==> config.mk <==
export PLATFORM = sky130hd
export DESIGN_NAME = ksa_sub_pipe
export DESIGN_NICKNAME = d
export VERILOG_FILES = /design/src/rtl/ksa_pkg.sv /design/src/rtl/ksa_dot_cell.sv /design/src/rtl/ksa_sub_pipe.sv
export SDC_FILE = /design/constraint.sdc
export NUM_CORES = 1
export LEC_CHECK = 0
export BUFFER_PORTS_ARGS = -buffer_cell sky130_fd_sc_hd__buf_4
export CAP_MARGIN = 15
export CORE_MARGIN = 1
export CORE_UTILIZATION = 50
export CTS_BUF_LIST = sky130_fd_sc_hd__clkbuf_16
export DETAILED_ROUTE_END_ITERATION = 7
export PLACE_DENSITY = 0.65
export SYNTH_ARGS = -nofsm -noshare
export SYNTH_HDL_FRONTEND = slang
export SYNTH_SLANG_ARGS = --single-unit
==> constraint.sdc <==
create_clock -name clk -period 3.35 [get_ports clk]
set_clock_uncertainty 0.05 [all_clocks]
set_input_delay 0.335 -clock clk [delete_from_list [all_inputs] [get_ports clk]]
set_output_delay 0.335 -clock clk [all_outputs]
set_load 0.01 [all_outputs]
==> src/rtl/ksa_pkg.sv <==
// Shared types and helpers for the pipelined Kogge-Stone subtractor.
package ksa_pkg;

   localparam int KSA_WIDTH_DEFAULT = 8;

   // Group propagate/generate pair carried through every prefix level.
   typedef struct packed {
      logic p;
      logic g;
   } ksa_pg_t;

   function automatic int ksa_levels(input int w);
      return $clog2(w);
   endfunction

endpackage

==> src/rtl/ksa_dot_cell.sv <==
// Kogge-Stone prefix operator: combines a high group with the adjacent low group.
module ksa_dot_cell (
   input  logic p_hi,
   input  logic g_hi,
   input  logic p_lo,
   input  logic g_lo,
   output logic p,
   output logic g
);

   assign g = g_hi | (p_hi & g_lo);
   assign p = p_hi & p_lo;

endmodule

==> src/rtl/ksa_sub_pipe.sv <==
// Pipelined Kogge-Stone subtractor (a - b - bin), one prefix level per stage,
// with a single global advance enable shared by every slot.
module ksa_sub_pipe
   import ksa_pkg::*;
#(
   parameter int WIDTH = KSA_WIDTH_DEFAULT
) (
   input  logic             clk,
   input  logic             rst,
   input  logic             in_valid,
   output logic             in_ready,
   input  logic [WIDTH-1:0] a,
   input  logic [WIDTH-1:0] b,
   input  logic             bin,
   output logic             out_valid,
   input  logic             out_ready,
   output logic [WIDTH-1:0] diff,
   output logic             bout,
   output logic             ovf
);

   localparam int L      = ksa_levels(WIDTH);
   localparam int STAGES = L + 1;  // vld_pipe[0..L] are S0..SL, vld_pipe[STAGES] is SOUT

   logic [STAGES:0]            vld_pipe;
   ksa_pg_t [L:0][WIDTH-1:0]   pg_q;
   ksa_pg_t [L:1][WIDTH-1:0]   pg_nxt;
   ksa_pg_t [WIDTH-1:0]        pg_pre;
   logic [L:0][WIDTH-1:0]      hp_q;   // bitwise half-sum, needed unchanged by the post-process
   logic [L:0]                 cin_q;
   logic [L:0]                 sa_q;
   logic [L:0]                 sb_q;
   logic                       adv;
   logic [WIDTH:0]             c;
   logic [WIDTH-1:0]           diff_nxt;
   logic                       bout_nxt;
   logic                       ovf_nxt;

   assign out_valid = vld_pipe[STAGES];
   assign adv       = ~out_valid | out_ready;
   assign in_ready  = adv;

   // Subtraction as a + ~b + ~bin.
   always_comb begin
      for (int i = 0; i < WIDTH; i++) begin
         pg_pre[i].p = a[i] ^ ~b[i];
         pg_pre[i].g = a[i] & ~b[i];
      end
   end

   for (genvar k = 1; k <= L; k++) begin : g_lvl
      localparam int D = 1 << (k - 1);
      for (genvar i = 0; i < WIDTH; i++) begin : g_bit
         if (i >= D) begin : g_dot
            ksa_dot_cell u_dot (
               .p_hi (pg_q[k-1][i].p),
               .g_hi (pg_q[k-1][i].g),
               .p_lo (pg_q[k-1][i-D].p),
               .g_lo (pg_q[k-1][i-D].g),
               .p    (pg_nxt[k][i].p),
               .g    (pg_nxt[k][i].g)
            );
         end else begin : g_pass
            assign pg_nxt[k][i] = pg_q[k-1][i];
         end
      end
   end

   always_comb begin
      c[0] = cin_q[L];
      for (int i = 0; i < WIDTH; i++)
         c[i+1] = pg_q[L][i].g | (pg_q[L][i].p & cin_q[L]);
      diff_nxt = hp_q[L] ^ c[WIDTH-1:0];
      bout_nxt = ~c[WIDTH];
      ovf_nxt  = (sa_q[L] ^ sb_q[L]) & (diff_nxt[WIDTH-1] ^ sa_q[L]);
   end

   always_ff @(posedge clk) begin
      if (rst) begin
         vld_pipe <= '0;
         diff     <= '0;
         bout     <= 1'b0;
         ovf      <= 1'b0;
      end else if (adv) begin
         vld_pipe <= {vld_pipe[STAGES-1:0], in_valid};
         diff     <= diff_nxt;
         bout     <= bout_nxt;
         ovf      <= ovf_nxt;
      end
   end

   // Datapath slots carry no reset; their contents only matter alongside a set valid bit.
   always_ff @(posedge clk) begin
      if (adv) begin
         pg_q[0]  <= pg_pre;
         hp_q[0]  <= a ^ ~b;
         cin_q[0] <= ~bin;
         sa_q[0]  <= a[WIDTH-1];
         sb_q[0]  <= b[WIDTH-1];
         for (int k = 1; k <= L; k++) begin
            pg_q[k]  <= pg_nxt[k];
            hp_q[k]  <= hp_q[k-1];
            cin_q[k] <= cin_q[k-1];
            sa_q[k]  <= sa_q[k-1];
            sb_q[k]  <= sb_q[k-1];
         end
      end
   end

endmodule

==> results of run 1 <==
## stage by stage
step | cell area (sq um) | cells | hold slack [ns] | setup WS, ns
global placement | 4310 | 360 | 0.353 | 1.37
floorplan | 3930 | 229 | 0.350 | 0.838
global route | 4620 | 376 | 0.115 | 1.02
CTS | 4620 | 376 | 0.116 | 1.13
detailed placement | 4310 | 360 | 0.357 | 1.35
finish | 4620 | 376 | 0.129 | 1.19
## routing by layer
metal	share of wire	wire length (um)	global-route usage	vias up
li1	-	-	-	924
met1	0.45	2220	0.166	848
met2	0.49	2460	0.223	34
met3	0.038	192	0.0471	8
met4	0.022	111	0.0766	0
met5	0	0	0	-
## layout by cell type, fill, tap and decap left out, types with 2 or more instances in the layout
| cell type | n |
|---|---|
| nand2_1 | 23 |
| nor2_1 | 4 |
| inv_1 | 10 |
| a21oi_1 | 18 |
| bufinv_16 | 2 |
| buf_4 | 36 |
| and2_1 | 17 |
| xnor2_1 | 6 |
| edfxtp_1 | 97 |
| ha_1 | 9 |
| dfxtp_1 | 15 |
| a21o_1 | 17 |
| clkinvlp_4 | 2 |
| clkbuf_16 | 9 |
## state kept, by name, indices dropped and copies added (netlist names)
name,count
diff,8
bout,1
hp_q,31
pg_q,43
vld_pipe,5
ovf,1
sb_q,4
cin_q,4
sa_q,4
pg_nxt,11
## layout make-up
type	count	area, sq um	share of cell area
flip-flops and latches	112	3210	0.695
clock inverters	7	87.6	0.0190
inverters	10	40.0	0.00867
multi-input cells	103	661	0.143
well taps	99	124	0.0268
repair buffers	36	270	0.0585
clock buffers	9	225	0.0487
## cells by family after synthesis
kind of cell,share of synthesized area
xor gates and xnor gates,0.0134
DFF,0.818
buffers and inverters,0.0137
and+or+nand+nor,0.0615
adders and majority gates,0.0287
AOI/OAI and AO/OA,0.0647
## worst paths after layout
check / startpoint / to / slack (ns)
worst max-delay path: vld_pipe[4]$_SDFFE_PP0P_ / in_ready / 1.19
worst min-delay path: b[7] / sb_q[0]$_DFFE_PP_ / 0.13
worst max register to register: vld_pipe[4]$_SDFFE_PP0P_ / pg_nxt[35]$_DFFE_PP_ / 1.40
worst min register to register: cin_q[2]$_DFFE_PP_ / cin_q[3]$_DFFE_PP_ / 0.37
## worst max-delay path, stage by stage (launching register included)
cell     delay (ns)
dfxtp_1        0.31
nor2b_1        0.12
buf_4          0.18
inv_4          0.56
buf_4          0.24
## power by group
part	switching, mW	internal, mW	total, mW
Clock	0.446	0.648	1.09
Sequential	0.0625	1.66	1.73
Combinational	0.0656	0.0916	0.157
Total	0.574	2.40	2.98
==> results.cfg, run 1 <==
[cts]
total_number_of_clock_tree_sinks = 112
post_cts_resize_count = 0
tritoncts.num_buffers = 9
cts_hold_repair.buffers = 0
clock_latency_of_the_later_clocked_register_in_the_worst_skew_pair_ns = 0.34
tritoncts = yes
ctsRootBufferMaster = clkbuf_16
ctsLongestPathBuffers = 2
htree_num_levels = 3
cts_setup_buffers = 0
clkTransAtPathRegs_ns = 0.07

[floorplanning]
initial_utilization = 0.530
die_height_um = 90.6
fp-row-count = 31
die-width_um = 90.6
pin_count = 33
dieArea_sq_um = 8210
core_sq_um = 7410

[synth]
postSynth.asyncResetShare = 0
synth_enable_flop_cells = 97
ys.flop_type = edfxtp_1
yosys.cell_count.top_type = edfxtp_1
synth_area_leader_cell = edfxtp_1
synth-seq-cells = 112
synthesis.area_sq_um = 3930
synthCells = 229
post_synth_num_cell_types = 21
yosys_warn_count = 0
per_instance_average_area_after_synthesis_sq_um = 17.2
seq_area_frac_synth = 0.818
synthDominantCellAreaShare = 0.742
post_synth_main_area_contributors = edfxtp_1 74%, dfxtp_1 7.6%, a21o_1 3.2%
synth.net_count = 259
synth.cells.most_frequent = 97 x edfxtp_1, 23 x nand2_1, 18 x a21oi_1

[setup_path]
critPathLaunchType = flop
critPathCaptureType = output port
critical_path_required_ns = 2.96
worst_r2r_path_depth = 4
criticalPathCategory = flop to output port
worst_ep_arrival_time_ns = 1.78
worstPathMaxFanout = 70

[detailed_routing]
first_iter_violations = 95
drc_errors = 0
routed_antenna_nets = 0
dr.pass1.iters = 4
wire_per_inst_um = 13.3
via_per_inst = 4.82
drt-total-wl_mm = 4.99
routed-via-count = 1814

[global_routing]
overall_global_routing_resource_usage = 0.139
antenna_violations_before_repair = 0
grt_pass1_vias = 1817
largest_net_degree_at_the_start_of_global_routing = 71
grt_pass1_wl_mm = 8.51
grt_overflow_total = 0

[placement]
routabilityCongestion = 0.652
place.detailed.hpwl_mm = 3.22
numPortBuffers = 32

[sta]
timing.max_slew.rel_slack = 0.480
hold_viol = 0
finalCriticalPeriod_ns = 2.16
rsz_0062_raised_after_global_routing = false
worst_pin_slew_ns = 0.780
final.period_utilization = 0.646
max_freq_mhz = 462
tns_ns = 0
final_setup_violation_count = 0
finalMaxSlewViolations = 0

[worst_hold_path]
min_path_cells = 1
hold_class = input port to flop

[run_status]
status = finished, final reports clean

[run]
max_cap_viol_count = 0

[power]
lkg_pwr_nw = 1.93
total_power_mw = 2.98
power_density_relative_to_cell_area_nw_per_um2 = 644
ir_worst_vdd_v = 0.000329

[cells_and_area]
final_net_count = 302
final_layout_size_suffix_gt1_frac = 0.191
post-route-util = 0.624
insertedDiodeCount = 0
layout.filler_cells = 555
area_growth_pct = 17.6
Note: power is estimated with default switching activity, not from simulation.
==> inputs of run 2 (changes only) <==
==> constraint.sdc (replaced) <==
create_clock -name clk -period 2.3 [get_ports clk]
set_clock_uncertainty 0.05 [all_clocks]
set_input_delay 0.23 -clock clk [delete_from_list [all_inputs] [get_ports clk]]
set_output_delay 0.23 -clock clk [all_outputs]
set_load 0.01 [all_outputs]
==> results.cfg, run 2 (synthesized netlist as in run 1, its figures left out) <==
[run_status]
status = finished, final reports clean

[power]
power_density_relative_to_cell_area_nw_per_um2 = 898
lkg_pwr_nw = 1.91
combinationalPowerShare = 0.055
total_power_mw = 4.10
ir_worst_vdd_v = 0.000467
share_seq_of_total_power = 0.612
power.share.switching = 0.201
power.net_switching_mw = 0.826
p_clk_frac = 0.334
p_int_mw = 3.28

[cts]
post_cts_resize_count = 0
cts_setup_buffers = 0
tritoncts = yes
htree_num_levels = 3
clock_latency_of_the_later_clocked_register_in_the_worst_skew_pair_ns = 0.33
ctsRootBufferMaster = clkbuf_16
clkTransAtPathRegs_ns = 0.07
ctsLongestPathBuffers = 2
total_number_of_clock_tree_sinks = 112
cts_hold_repair.buffers = 0
tritoncts.num_buffers = 9

[sta]
rsz_0062_raised_after_global_routing = false
finalMaxSlewViolations = 0
hold_viol = 0
timing.max_slew.rel_slack = 0.471
finalCriticalPeriod_ns = 1.94
final.period_utilization = 0.842
worst_pin_slew_ns = 0.793
max_freq_mhz = 516
tns_ns = 0
final_setup_violation_count = 0

[cells_and_area]
final_layout_size_suffix_gt1_frac = 0.185
insertedDiodeCount = 0
layout.filler_cells = 570
seqCellArea_sq_um = 3210
multi_input_area_sq_um = 661
post-route-util = 0.617
area_growth_pct = 16.4
layout.cells.most_common_list = 97 x edfxtp_1, 33 x buf_4, 23 x nand2_1, 18 x a21oi_1
finish.instance_area_sq_um = 4570
largest_reg_flops = 43
final_net_count = 300
layout_commonest_cell = edfxtp_1
regMostFlops = pg_q

[setup_path]
cpPeakStageDelay_ns = 0.56
cp_slowest_cell = inv_4
critPathCaptureType = output port
critical_path_required_ns = 2.02
r2r-start = vld_pipe[4]$_SDFFE_PP0P_
worstPathMaxFanout = 67
worst_ep_arrival_time_ns = 1.66
crit_path_cell_trace = nor2b_1 > inv_4 > buf_4
critPathLaunchType = flop
criticalPathCategory = flop to output port
critPathLaunch = vld_pipe[4]$_SDFFE_PP0P_

[global_routing]
grt_pass1_vias = 1741
grt_overflow_total = 0
antenna_violations_before_repair = 0
grt_pass1_wl_mm = 8.09
overall_global_routing_resource_usage = 0.130
largest_net_degree_at_the_start_of_global_routing = 68

[placement]
routabilityCongestion = 0.656
place.detailed.hpwl_mm = 2.99
place_area_sq_um = 4310
numPortBuffers = 32

[detailed_routing]
dr.pass1.iters = 4
routed_antenna_nets = 0
wire_per_inst_um = 12.8
via_per_inst = 4.79
routed-via-count = 1793
first_iter_violations = 110
drt-total-wl_mm = 4.80
drc_errors = 0

[floorplanning]
dieArea_sq_um = 8210
initial_utilization = 0.530
core_sq_um = 7410
fp-row-count = 31
die_height_um = 90.6
die-width_um = 90.6
pin_count = 33

[worst_hold_path]
hold_start = b[7]
hold_class = input port to flop

[run]
max_cap_viol_count = 0
## run 2: power groups by stage
stage	Clock [mW]	Sequential [mW]	Combinational [mW]
after global placement	0	2.55	0.223
after floorplan	0	2.54	0.128
final	1.37	2.51	0.225
after CTS	1.41	2.52	0.229
after detailed placement	0	2.56	0.226
after global routing	1.49	2.53	0.253
## run 2: final timing paths
path / to / slack (ns) / cells past startpoint
hold / removal: sb_q[0]$_DFFE_PP_ / 0.03 / 1
setup / recovery: in_ready / 0.36 / 3
hold reg to reg: hp_q[20]$_DFFE_PP_ / 0.37 / 0
setup reg to reg: pg_nxt[38]$_DFFE_PP_ / 0.51 / 3
## run 2: layer usage
metal	wire [um]	global-route usage
met5	0	0
met4	82	0.0766
met3	158	0.0303
met2	2390	0.210
met1	2170	0.160
## run 2: critical path: cells and delay by family, from the launching register on
kind / cells / cell delay (ns)
and+or+nand+nor: 1 / 0.16
buffers and inverters: 2 / 0.80
DFF: 1 / 0.31
## run 2: cell type report
| class | instances | area share |
|---|---|---|
| sequential | 112 | 0.703 |
| multi-input combinational | 103 | 0.145 |
| timing repair buffer | 34 | 0.0586 |
| clock buffer | 9 | 0.0493 |
| tap | 99 | 0.0271 |
| clock inverter | 7 | 0.00876 |
| inverter | 10 | 0.00876 |
## run 2: metrics by stage
| step | hold slack (ns) | instances | worst slack [ns] |
|---|---|---|---|
| after detailed placement | 0.355 | 358 | 0.516 |
| after global placement | 0.351 | 358 | 0.543 |
| after global routing | 0.0158 | 374 | 0.253 |
| after floorplan | 0.248 | 229 | 0.348 |
| final | 0.0283 | 374 | 0.364 |
| after CTS | 0.0165 | 374 | 0.346 |
==> inputs of run 3 (changes only) <==
--- a/config.mk
+++ b/config.mk
@@ -11,7 +11,7 @@
 export CORE_UTILIZATION = 50
 export CTS_BUF_LIST = sky130_fd_sc_hd__clkbuf_16
 export DETAILED_ROUTE_END_ITERATION = 7
-export PLACE_DENSITY = 0.65
+export PLACE_DENSITY = 0.67
 export SYNTH_ARGS = -nofsm -noshare
 export SYNTH_HDL_FRONTEND = slang
 export SYNTH_SLANG_ARGS = --single-unit
==> constraint.sdc (replaced) <==
create_clock -name clk -period 1.7 [get_ports clk]
set_clock_uncertainty 0.05 [all_clocks]
set_input_delay 0.17 -clock clk [delete_from_list [all_inputs] [get_ports clk]]
set_output_delay 0.17 -clock clk [all_outputs]
set_load 0.01 [all_outputs]
==> results.cfg, run 3 (synthesized netlist as in run 1, its figures left out) <==
[run_status]
status = finished, final reports clean

[setup_path]
critPathCaptureType = flop
criticalPathCategory = flop to flop
worst_ep_arrival_time_ns = 1.72
worstPathMaxFanout = 5
critical_path_required_ns = 1.90
critPathLaunchType = flop
worst_r2r_path_depth = 4

[placement]
place.detailed.hpwl_mm = 3.15
routabilityCongestion = 0.673
post-place-ws_ns = 0.190
numPortBuffers = 32

[cells_and_area]
final_net_count = 306
layout.cells.most_common_list = 97 x edfxtp_1, 35 x buf_4, 23 x nand2_1, 18 x a21oi_1
largest_reg_flops = 43
insertedDiodeCount = 0
regMostFlops = pg_q
final_layout_size_suffix_gt1_frac = 0.203
multi_input_area_sq_um = 661
seqCellArea_sq_um = 3210
layout_commonest_cell = edfxtp_1
layout.filler_cells = 538
area_growth_pct = 19.4

[global_routing]
grt_pass1_wl_mm = 7.90
largest_net_degree_at_the_start_of_global_routing = 31
grt_pass1_vias = 1760
antenna_violations_before_repair = 0
overall_global_routing_resource_usage = 0.130
grt_overflow_total = 0

[cts]
cts_setup_buffers = 0
clock_latency_of_the_later_clocked_register_in_the_worst_skew_pair_ns = 0.34
clkTransAtPathRegs_ns = 0.07
ctsRootBufferMaster = clkbuf_16
total_number_of_clock_tree_sinks = 112
tritoncts = yes
cts_hold_repair.buffers = 2
tritoncts.num_buffers = 9
htree_num_levels = 3
ctsLongestPathBuffers = 2
post_cts_resize_count = 0

[sta]
worst_pin_slew_ns = 0.290
max_freq_mhz = 659
hold_viol = 0
worst_hold_slack_ns = 0.0234
timing.max_slew.rel_slack = 0.807
final.period_utilization = 0.892
finalMaxSlewViolations = 0
tns_ns = 0
finalCriticalPeriod_ns = 1.52
final_setup_violation_count = 0
layout_setup_ws_ns = 0.183
rsz_0062_raised_after_global_routing = false

[power]
lkg_pwr_nw = 1.97
ir_worst_vdd_v = 0.000589
power_density_relative_to_cell_area_nw_per_um2 = 1240

[detailed_routing]
routed-via-count = 1809
drc_errors = 0
dr.pass1.iters = 4
first_iter_violations = 51
drt-total-wl_mm = 4.70
routed_antenna_nets = 0
via_per_inst = 4.76
wire_per_inst_um = 12.4

[run]
max_cap_viol_count = 0

[worst_hold_path]
min_path_cells = 2
hold_class = input port to flop

[floorplanning]
pin_count = 33
initial_utilization = 0.530
die_height_um = 90.6
fp-row-count = 31
core_sq_um = 7410
dieArea_sq_um = 8210
die-width_um = 90.6
[run 3: final timing paths]
check	endpoint	start	slack (ns)
worst max-delay path	ovf$_SDFFE_PP0P_	cin_q[3]$_DFFE_PP_	0.18
worst min-delay path	cin_q[0]$_DFFE_PP_	bin	0.02
worst max register to register	ovf$_SDFFE_PP0P_	cin_q[3]$_DFFE_PP_	0.18
worst min register to register	hp_q[17]$_DFFE_PP_	hp_q[9]$_DFFE_PP_	0.37
[run 3: per-layer routing]
| layer | vias up | share of wire | global-route usage |
|---|---|---|---|
| met5 | - | 0 | 0 |
| met3 | 6 | 0.043 | 0.0530 |
| met2 | 37 | 0.50 | 0.222 |
| li1 | 929 | - | - |
| met4 | 0 | 0.019 | 0.0605 |
| met1 | 837 | 0.44 | 0.141 |
[run 3: layout make-up]
cell class | instances | area share
Multi-Input combinational cell | 103 | 0.141
Clock buffer | 9 | 0.0480
Clock inverter | 7 | 0.0181
Timing Repair Buffer | 40 | 0.0731
Tap cell | 99 | 0.0264
Sequential cell | 112 | 0.685
Inverter | 10 | 0.00854
[run 3: worst max-delay path, stage by stage (launching register included)]
cell	delay (ns)
edfxtp_1	0.47
a21oi_2	0.18
xnor2_1	0.10
or3b_1	0.37
a311oi_2	0.26
[run 3: report_power, final]
| group | switching, mW | internal, mW | total [mW] | leakage [nW] |
|---|---|---|---|---|
| sequential | 0.117 | 3.28 | 3.39 | 1.20 |
| clock | 0.929 | 1.17 | 2.10 | 0.155 |
| combinational | 0.131 | 0.188 | 0.319 | 0.622 |
[run 3: metrics by stage]
step / cells / util / power, mW / instance area, sq um
finish: 380 / 0.633 / 5.81 / 4690
global route: 380 / 0.633 / 6.05 / 4690
CTS: 380 / 0.633 / 5.88 / 4690
detailed placement: 362 / 0.589 / 3.77 / 4360
global placement: 362 / 0.589 / 3.76 / 4360
floorplan: 229 / - / 3.60 / 3940
